### config.mk
export PLATFORM = sky130hd
export DESIGN_NAME = ones_fill
export DESIGN_NICKNAME = d
export VERILOG_FILES = /design/src/rtl/ones_fill.sv
export SDC_FILE = /design/constraint.sdc
export NUM_CORES = 1
export LEC_CHECK = 0
export BUFFER_PORTS_ARGS = -buffer_cell sky130_fd_sc_hd__buf_2
export CORE_MARGIN = 1.5
export CORE_UTILIZATION = 41
export DETAILED_ROUTE_END_ITERATION = 12
export PLACE_DENSITY_LB_ADDON = 0.2
export SYNTH_ARGS = -nofsm -noshare
export SYNTH_HDL_FRONTEND = slang
export SYNTH_SLANG_ARGS = --single-unit
### constraint.sdc
create_clock -name clk -period 1.6 [get_ports clk]
set_input_delay 0.24 -clock clk [delete_from_list [all_inputs] [get_ports clk]]
set_output_delay 0.24 -clock clk [all_outputs]
set_load 0.05 [all_outputs]
### src/rtl/ones_fill.sv
// ones_fill: builds a WIDTH-bit thermometer word with min(count,WIDTH) low ones; go/done handshake, no abort.
// Latency 2*N+2 cycles from go to done; go is ignored while busy, and the result holds in COMPLETE until the next go.
module ones_fill #(
  parameter int WIDTH     = 8,
  parameter int CNT_WIDTH = $clog2(WIDTH + 1)
) (
  input  logic                 clk,
  input  logic                 rst,
  input  logic                 go,
  input  logic [CNT_WIDTH-1:0] count,
  output logic [WIDTH-1:0]     result,
  output logic                 busy,
  output logic                 done
);

  typedef enum logic [1:0] {
    START,
    CHECK_ZERO,
    FILL,
    COMPLETE
  } state_t;

  localparam logic [CNT_WIDTH-1:0] WIDTH_C = CNT_WIDTH'(WIDTH);

  state_t               state_r;
  logic [CNT_WIDTH-1:0] cnt_r;
  logic [WIDTH-1:0]     result_r;
  logic                 busy_r;
  logic                 done_r;

  logic [CNT_WIDTH-1:0] cnt_load;

  // Saturate so the shift register can never push a one out of the top.
  assign cnt_load = (count > WIDTH_C) ? WIDTH_C : count;

  always_ff @(posedge clk or posedge rst) begin
    if (rst) begin
      state_r  <= START;
      cnt_r    <= '0;
      result_r <= '0;
      busy_r   <= 1'b0;
      done_r   <= 1'b0;
    end else begin
      case (state_r)
        START, COMPLETE: begin
          if (go) begin
            cnt_r    <= cnt_load;
            result_r <= '0;
            state_r  <= CHECK_ZERO;
            busy_r   <= 1'b1;
            done_r   <= 1'b0;
          end
        end
        CHECK_ZERO: begin
          if (cnt_r == '0) begin
            state_r <= COMPLETE;
            busy_r  <= 1'b0;
            done_r  <= 1'b1;
          end else begin
            state_r <= FILL;
          end
        end
        FILL: begin
          result_r <= {result_r[WIDTH-2:0], 1'b1};
          cnt_r    <= cnt_r - 1'b1;
          state_r  <= CHECK_ZERO;
        end
        default: begin
          state_r <= START;
          busy_r  <= 1'b0;
          done_r  <= 1'b0;
        end
      endcase
    end
  end

  assign result = result_r;
  assign busy   = busy_r;
  assign done   = done_r;

endmodule

**Word-level counts from Yosys, hierarchy flattened**

Cells that the tools add are included.

- Logic and storage cells: 33
- Flip-flop bits (word level): 16
- Bits of input ports: 7

- Reductions and logical operators: 7
- $lt $le $gt $ge: 1
- Eq/ne operators: 5
- Muxes and demuxes: 14
- Add/subtract/negate cells: 1

Operators with widths:

| cell | count |
|---|---|
| 8-bit one-hot mux with 2 select lines | 1 |
| 4-bit 2-to-1 mux | 2 |
| 8-bit 2-to-1 mux | 1 |
| 4-bit one-hot mux with 2 select lines | 1 |
| 2-bit one-hot mux with 3 select lines | 1 |
| 1-bit 2-to-1 mux | 5 |
| 2-bit equality test, second input constant | 2 |
| 4-bit greater-than comparator, second input constant | 1 |
| 4-bit logical NOT | 1 |
| 2-bit inequality test, second input constant | 2 |
| 1-bit one-hot mux with 2 select lines | 2 |
| 2-bit nonzero test | 2 |
| 4-bit by 1-bit subtractor with 4-bit output, second input constant | 1 |
| 3-bit AND reduction | 1 |
| 2-bit by 1-bit equality test with 1-bit output, second input constant | 1 |
| 2-bit logical NOT | 1 |
| 2-bit 2-to-1 mux | 1 |
| 2-bit AND reduction | 1 |
| 2-bit OR reduction | 1 |

**Longest topological paths before layout**

Gate-level depths: netlist of run 1.

- Word-level depth: 4
- Gate-level depth with buffers: 7

**Worst setup path after synthesis of run 1**

No wires, ideal clock.

- Kind: register to register
- Start: reg state_r[0]
- End: reg result_r[1] (netlist: result[1])
- Buffers on the path: 2
- Cell stages (with the launch flop): 8
- Arrival time: 1431 ps
- Slack: 48 ps
- Setup time: 121 ps
- Cells stage by stage: dfrtp_1 inv_1 ha_1 nand2b_1 buf_2 and2_0 clkbuf_1 a22o_1

- Word-level cells in the longest chain between the ends: 4

RTL lines:

| item | line | source |
|---|---|---|
| start: declaration | 25 | `state_t state_r;` |
| start signal: assignment | 38 | `state_r <= START;` |
| start signal: assignment | 49 | `state_r <= CHECK_ZERO;` |
| start signal: assignment | 56 | `state_r <= COMPLETE;` |
| 2-bit equality test / 2-bit logical NOT (equally long branches) | 44 | `case (state_r)` |
| 2-bit OR reduction | 44 |  |
| 2-bit inequality test (no line) / 2-bit nonzero test (equally long branches) | n/a |  |
| 2-bit AND reduction (no line) | n/a |  |
| end signal: assignment | 64 | `result_r <= {result_r[WIDTH-2:0], 1'b1};` |
| end: declaration | 27 | `logic [WIDTH-1:0] result_r;` |

Several ways; a longest one is shown, not always the timed one.
A chain may end at the register's enable or synchronous reset.

**Worst setup path after layout of run 1**

- Start: reg state_r[1]
- End: reg cnt_r[0]

- Word-level cells in the longest chain between the ends: 4

RTL lines:

| item | line | source |
|---|---|---|
| 2-bit equality test / 2-bit logical NOT (equally long branches) | 44 |  |
| 2-bit OR reduction | 44 |  |
| 2-bit inequality test (no line) / 2-bit nonzero test (equally long branches) | n/a |  |
| 2-bit AND reduction (no line) | n/a |  |
| end signal: assignment | 47 | `cnt_r <= cnt_load;` |
| end signal: assignment | 65 | `cnt_r <= cnt_r - 1'b1;` |
| end: declaration | 26 | `logic [CNT_WIDTH-1:0] cnt_r;` |

Several ways; a longest one is shown, not always the timed one.

==> impl_table.tex, run 1 <==
\begin{tabular}{lr}
\hline
Metric & Value \\
\hline
\multicolumn{2}{l}{\textbf{Run status}} \\
Run status & completed \\
\multicolumn{2}{l}{\textbf{Synth}} \\
Number of unique standard cell types used by synthesis & 26 \\
Synthesized area divided by synthesized cell count & around 11 sq um \\
Count of flip-flops with a built-in enable after synthesis & 0 \\
Share of synthesized registers carrying an async set or reset & 100\% \\
Count of state elements after synthesis & 16 \\
Share of the yosys chip area belonging to registers & a little over half \\
Cell area after technology mapping & between 700 and 800 sq um \\
Number of warning messages in the yosys log & 0 \\
Synthesized net count & 79 \\
Most used flip-flop cell after synthesis & sky130\_fd\_sc\_hd\_\_dfrtp\_1 \\
Gate count of the mapped netlist & slightly below 70 \\
\multicolumn{2}{l}{\textbf{Worst hold path}} \\
Hold Crit Class & primary input to register \\
\multicolumn{2}{l}{\textbf{Floorplanning}} \\
Die width & 45.7 um \\
Die extent in y & 45.7 um \\
Area of the core & 1730 sq um \\
Boundary pin count & 17 \\
Die area & around 2100 sq um \\
Number of standard-cell rows in the floorplan & 15 \\
Starting density of the core & around 43\% \\
\multicolumn{2}{l}{\textbf{Global route}} \\
Remaining global-route overflow & 0 \\
Largest net degree at the start of global routing & 17 \\
Number of antenna violations at the first check in global routing & 0 \\
Overall Global Routing Usage & 14.9\% \\
Global-route wire length before repair & 2150 um \\
Number of global-route vias before repair & about 520 \\
\multicolumn{2}{l}{\textbf{Clock network}} \\
Clock latency on the worst-skew pair & around 0.29 ns \\
Number of buffers created by CTS & 3 \\
Number of sinks on the clock net & 16 \\
Maximum level of the CTS H-tree & 1 \\
TritonCTS clock tree & yes \\
Largest buffer count on any clock path & 2 \\
Reg clk slew, reported paths & 0.10 ns \\
Clk Tree Root Cell & sky130\_fd\_sc\_hd\_\_clkbuf\_4 \\
\multicolumn{2}{l}{\textbf{Drt}} \\
Number of DRC violations after detailed-routing iteration 0 & 10 \\
Number of remaining DRC errors & 0 \\
Number of vias in the routed layout & approximately 600 \\
Count of TritonRoute iterations in the first routing pass & 4 \\
Count of antenna-violating nets left after detailed routing & 0 \\
Average vias per placed instance & 5.09 \\
Per-cell routed wire length & 11.8 um \\
Overall routed net length & 1380 um \\
\multicolumn{2}{l}{\textbf{Setup path}} \\
Element type at the critical path end & register \\
Worst reg2reg setup slack & 0.11 ns \\
Startpoint kind of the worst setup timing path & register \\
Capturing point of the worst reg2reg path & cnt\_r[0] \\
Cells on worst reg2reg path & 5 \\
Worst-path fanout max & 7 \\
Data required time of the critical path & 1.79 ns \\
Crit path capture & cnt\_r[0] \\
Worst flop-to-flop path startpoint & state\_r[1] \\
Category of the critical setup timing path & register to register \\
Critical path origin & state\_r[1] \\
Data arrival time of the worst path & 1.68 ns \\
\multicolumn{2}{l}{\textbf{Final layout}} \\
Layout cells sized above 1 & 30.4\% \\
Number of nets in the layout & $\sim$100 \\
Layout area overhead & 27.1\% \\
Commonest cells after routing, fill and taps aside & 16 x sky130\_fd\_sc\_hd\_\_dfrtp\_1, 16 x sky130\_fd\_sc\_hd\_\_buf\_2, 7 x sky130\_fd\_sc\_hd\_\_a22o\_1 \\
Antenna Cells & 0 \\
\multicolumn{2}{l}{\textbf{STA}} \\
Number of setup violations in the final report & 0 \\
Setup repair after global routing missed its margin & false \\
Final Max Slew Viols & 0 \\
Headroom to the max-slew limit & 61.7\% \\
Final worst-path cycle share & 93.0\% \\
Worst Max-Slew Pin Slew & 0.573 ns \\
Total negative slack for setup checks & 0 ns \\
Setup clock skew after layout & 0.00988 ns \\
Hold Worst Slack & 0.273 ns \\
Fin. Hold Viols & 0 \\
Final min period & 1.49 ns \\
Highest clock frequency the design can meet & 672 MHz \\
\multicolumn{2}{l}{\textbf{Power}} \\
VDD IR max & roughly 0.00094 V \\
Static Leakage & between 0.4 and 0.5 nW \\
Total chip power & 1.90 mW \\
PD cells & around 2000 nW/um\^{}2 \\
\multicolumn{2}{l}{\textbf{Place}} \\
Final GP Congestion & 0.754 \\
Hpwl dp & 957 um \\
Number of port buffers & 16 \\
\multicolumn{2}{l}{\textbf{Flow run}} \\
Max Cap Violations & 0 \\
\hline
\end{tabular}
## cells in the mapped netlist, types with 2 or more instances
cell type                  count  area share, %
sky130_fd_sc_hd__dfrtp_1      16             54
sky130_fd_sc_hd__a22o_1        7            8.2
sky130_fd_sc_hd__nand2_1       6            3.0
sky130_fd_sc_hd__inv_1         5            2.5
sky130_fd_sc_hd__a21oi_1       4            2.7
sky130_fd_sc_hd__ha_1          3            5.0
sky130_fd_sc_hd__o22a_1        3            3.5
sky130_fd_sc_hd__buf_2         2            1.3
sky130_fd_sc_hd__clkbuf_1      2            1.0
sky130_fd_sc_hd__nand3_1       2            1.3
sky130_fd_sc_hd__nor2_1        2            1.0
sky130_fd_sc_hd__nor3b_1       2            2.0
sky130_fd_sc_hd__o21ai_0       2            1.3
## cell families (layout without fill, tap and decap cells)
group,count (synthesis),after routing,share of synthesized area [%]
AND/OR/NAND/NOR,21,21,15.9
AO/OA/AOI/OAI,19,19,19.3
adder cells (fa/ha/maj),3,3,5.03
multiplexers,1,1,1.34
flip-flops,16,16,53.6
buffers and inverters,9,32,4.86
## layout make-up
class                      count  area (sq um)
timing repair buffer          23           135
tap                           25          31.3
fill                         171           777
inverter                       5          18.8
sequential                    16           400
clock buffer                   4          36.3
multi-input combinational     44           328
## registers in the layout (all words and copies together), names as in the netlist
signal and flops:
result 8, cnt_r 4, state_r 2, busy 1
done 1
## power breakdown
group          total, mW  switching, mW  internal (mW)
registers          0.630         0.0945          0.535
logic               1.00          0.584          0.418
clock network      0.270          0.131          0.139
## worst min path at each step
stage / from / end / slack (ns) / cells after the start
3_3_place_gp: rst / result[6] / 0.33 / 2
4_1_cts: count[3] / cnt_r[2] / 0.26 / 3
3_5_place_dp: rst / result[5] / 0.33 / 2
2_1_floorplan: rst / busy / 0.15 / 1
5_1_grt: count[3] / cnt_r[2] / 0.28 / 3
6_report: count[3] / cnt_r[2] / 0.27 / 3
## critical path, cell delays in order, from the launching register on
cell and delay (ns):
sky130_fd_sc_hd__dfrtp_1 0.42, sky130_fd_sc_hd__ha_4 0.29, sky130_fd_sc_hd__mux2i_1 0.21, sky130_fd_sc_hd__buf_4 0.18
sky130_fd_sc_hd__nor4b_1 0.06, sky130_fd_sc_hd__a211o_1 0.22
## metrics by stage
step | util, % | cells | setup slack (ns) | cell area, sq um
after floorplan | - | 69 | 0.0482 | 747
after global placement | 50.4 | 110 | 0.0644 | 871
final | 55.0 | 117 | 0.112 | 950
after detailed placement | 50.4 | 110 | 0.00857 | 871
after CTS | 54.0 | 117 | 0.0246 | 932
after global routing | 55.0 | 117 | 0.0110 | 950
## what timing repair did
item | 4_1_cts | 5_1_grt
hold endpoints to repair | 1 | 0
hold buffers | 1 | 0
gates resized for setup | 0 | 3
endpoints found under the setup margin | 1 | 10
setup buffers | 2 | 0
## layer usage
| metal | share of wire [%] | track usage [%] | wire, um | vias to the layer above |
|---|---|---|---|---|
| li1 | - | - | - | 296 |
| met1 | 47 | 18.3 | 643 | 283 |
| met2 | 47 | 23.4 | 648 | 15 |
| met3 | 5.4 | 7.14 | 74 | 2 |
| met4 | 0.73 | 3.53 | 10 | 0 |
| met5 | 0 | 0 | 0 | - |
No activity file was read; power rests on OpenSTA's default activity.
==> inputs of run 2 (changes only) <==
--- a/config.mk
+++ b/config.mk
@@ -10,6 +10,7 @@
 export CORE_UTILIZATION = 41
 export DETAILED_ROUTE_END_ITERATION = 12
 export PLACE_DENSITY_LB_ADDON = 0.2
+export RECOVER_POWER = 50
 export SYNTH_ARGS = -nofsm -noshare
 export SYNTH_HDL_FRONTEND = slang
 export SYNTH_SLANG_ARGS = --single-unit
==> impl_table.tex, run 2 (same netlist as run 1, synthesis figures left out) <==
\begin{tabular}{lr}
\hline
Metric & Value \\
\hline
\multicolumn{2}{l}{\textbf{Run status}} \\
Run status & completed \\
\multicolumn{2}{l}{\textbf{Power}} \\
PD cells & 2010 nW/um\^{}2 (+0.52\%) \\
Static Leakage & 0.468 nW (-3.5\%) \\
VDD IR max & 0.000941 V (about the same) \\
Total chip power & 1.90 mW (about the same) \\
\multicolumn{2}{l}{\textbf{Drt}} \\
Number of vias in the routed layout & 593 (-0.50\%) \\
Overall routed net length & 1380 um (+0.29\%) \\
Count of antenna-violating nets left after detailed routing & 0 (unchanged) \\
Per-cell routed wire length & 11.8 um (+0.29\%) \\
Number of remaining DRC errors & 0 (unchanged) \\
Count of TritonRoute iterations in the first routing pass & 4 (unchanged) \\
Number of DRC violations after detailed-routing iteration 0 & 9 (-1) \\
Average vias per placed instance & 5.07 (-0.50\%) \\
\multicolumn{2}{l}{\textbf{Global route}} \\
Met3 global-route usage & 7.14\% (unchanged) \\
GR met1 Demand/Resource & 18.3\% (unchanged) \\
Global Route met2 Usage & 23.4\% (unchanged) \\
Global-route wire length before repair & 2150 um (unchanged) \\
Top Usage Layer GRT & met2 \\
Overall Global Routing Usage & 14.9\% (unchanged) \\
Remaining global-route overflow & 0 (unchanged) \\
Number of global-route vias before repair & 518 (unchanged) \\
Largest net degree at the start of global routing & 17 (unchanged) \\
Number of antenna violations at the first check in global routing & 0 (unchanged) \\
\multicolumn{2}{l}{\textbf{Worst hold path}} \\
Hold Crit Class & primary input to register \\
\multicolumn{2}{l}{\textbf{STA}} \\
Final Max Slew Viols & 0 (unchanged) \\
Final worst-path setup slack & 0.110 ns (-0.00195 ns) \\
Headroom to the max-slew limit & 60.6\% (-1.1 points) \\
Setup clock skew after layout & 0.00694 ns (-0.00295 ns) \\
Worst Max-Slew Pin Slew & 0.593 ns (+0.0202 ns) \\
Setup repair after global routing missed its margin & false \\
Final min period & 1.49 ns (+0.00195 ns) \\
Highest clock frequency the design can meet & 671 MHz (-0.13\%) \\
Fin. Hold Viols & 0 (unchanged) \\
Final worst-path cycle share & 93.1\% (+0.12 points) \\
Total negative slack for setup checks & 0 ns (unchanged) \\
Number of setup violations in the final report & 0 (unchanged) \\
\multicolumn{2}{l}{\textbf{Final layout}} \\
Layout cells sized above 1 & 26.1\% (-4.3 points) \\
Commonest cells after routing, fill and taps aside & 16 x sky130\_fd\_sc\_hd\_\_dfrtp\_1, 12 x sky130\_fd\_sc\_hd\_\_buf\_2, 7 x sky130\_fd\_sc\_hd\_\_a22o\_1 \\
Filler Cell Count & 171 (unchanged) \\
Layout area overhead & 26.5\% \\
Antenna Cells & 0 (unchanged) \\
Final standard cell count with taps included and fillers excluded & 117 (unchanged) \\
Most frequent standard cell in the layout excluding fill and tap cells & sky130\_fd\_sc\_hd\_\_dfrtp\_1 \\
Number of nets in the layout & 103 (unchanged) \\
Number of flip-flops in the largest register & 8 (unchanged) \\
\multicolumn{2}{l}{\textbf{Floorplanning}} \\
Boundary pin count & 17 (unchanged) \\
Area of the core & 1730 sq um (unchanged) \\
Die extent in y & 45.7 um (unchanged) \\
Number of standard-cell rows in the floorplan & 15 (unchanged) \\
Starting density of the core & 43.3\% (unchanged) \\
Die area & 2090 sq um (unchanged) \\
Die width & 45.7 um (unchanged) \\
\multicolumn{2}{l}{\textbf{Setup path}} \\
Critical path origin & state\_r[1] \\
Data required time of the critical path & 1.79 ns (about the same) \\
Data arrival time of the worst path & 1.68 ns (about the same) \\
Worst reg2reg setup slack & 0.11 ns (about the same) \\
Worst flop-to-flop path startpoint & state\_r[1] \\
Element type at the critical path end & register \\
Startpoint kind of the worst setup timing path & register \\
Category of the critical setup timing path & register to register \\
Cells on worst reg2reg path & 5 (unchanged) \\
Worst-path fanout max & 7 (unchanged) \\
Crit path capture & cnt\_r[0] \\
Capturing point of the worst reg2reg path & cnt\_r[0] \\
\multicolumn{2}{l}{\textbf{Clock network}} \\
TritonCTS clock tree & yes \\
Reg clk slew, reported paths & 0.10 ns (about the same) \\
Largest buffer count on any clock path & 2 (unchanged) \\
Number of buffers created by CTS & 3 (unchanged) \\
Number of sinks on the clock net & 16 (unchanged) \\
Clk Tree Root Cell & sky130\_fd\_sc\_hd\_\_clkbuf\_4 \\
Maximum level of the CTS H-tree & 1 (unchanged) \\
Clock latency on the worst-skew pair & 0.29 ns (about the same) \\
\multicolumn{2}{l}{\textbf{Place}} \\
Number of port buffers & 16 (unchanged) \\
Total placed cells including tap cells & 110 (unchanged) \\
Final GP Congestion & 0.754 (unchanged) \\
Pre-CTS setup slack & 0.00857 ns (unchanged) \\
Hpwl dp & 957 um (unchanged) \\
\multicolumn{2}{l}{\textbf{Flow run}} \\
Max Cap Violations & 0 (unchanged) \\
\hline
\end{tabular}
run 2: metal layers:
layer	part of all wire [%]	vias up
met3	4.9	2
met2	46	13
met5	0	-
met4	0.65	0
met1	48	279
li1	-	299
run 2: area by class of cell:
type | instances | area, sq um | area share, %
tap | 25 | 31.3 | 3.31
timing repair buffer | 23 | 130 | 13.8
sequential | 16 | 400 | 42.4
inverter | 5 | 18.8 | 1.99
multi-input combinational | 44 | 328 | 34.7
clock buffer | 4 | 36.3 | 3.84
run 2: how the worst min path moves through the flow:
stage	startpoint	to	slack, ns	cells after the start
floorplan	rst	busy	0.15	1
global placement	rst	result[6]	0.33	2
detailed placement	rst	result[5]	0.33	2
CTS	count[3]	cnt_r[2]	0.26	3
global route	count[3]	cnt_r[2]	0.28	3
finish	count[3]	cnt_r[2]	0.27	3
run 2: critical path: stages (launching register included):
cell,delay (ns)
sky130_fd_sc_hd__dfrtp_1,0.42
sky130_fd_sc_hd__ha_4,0.29
sky130_fd_sc_hd__mux2i_1,0.21
sky130_fd_sc_hd__buf_4,0.18
sky130_fd_sc_hd__nor4b_1,0.06
sky130_fd_sc_hd__a211o_1,0.22
run 2: what timing repair did:
action,4_1_cts,5_1_grt
gates cloned,0,0
hold buffers,1,0
endpoints found under the setup margin,1,10
setup buffers,2,0
gates resized for setup,0,3
hold endpoints to repair,1,0
run 2: power by group:
part	internal (mW)	leakage [nW]	switching (mW)
Sequential	0.535	0.204	0.0956
Combinational	0.415	0.243	0.586
Clock	0.139	0.0210	0.132
run 2: metrics by stage:
step	hold WS (ns)	utilization, %	cell area, sq um
4_1_cts	0.264	54.0	932
5_1_grt	0.278	54.7	945
2_1_floorplan	0.154	-	747
3_5_place_dp	0.331	50.4	871
6_report	0.268	54.7	945
3_3_place_gp	0.331	50.4	871
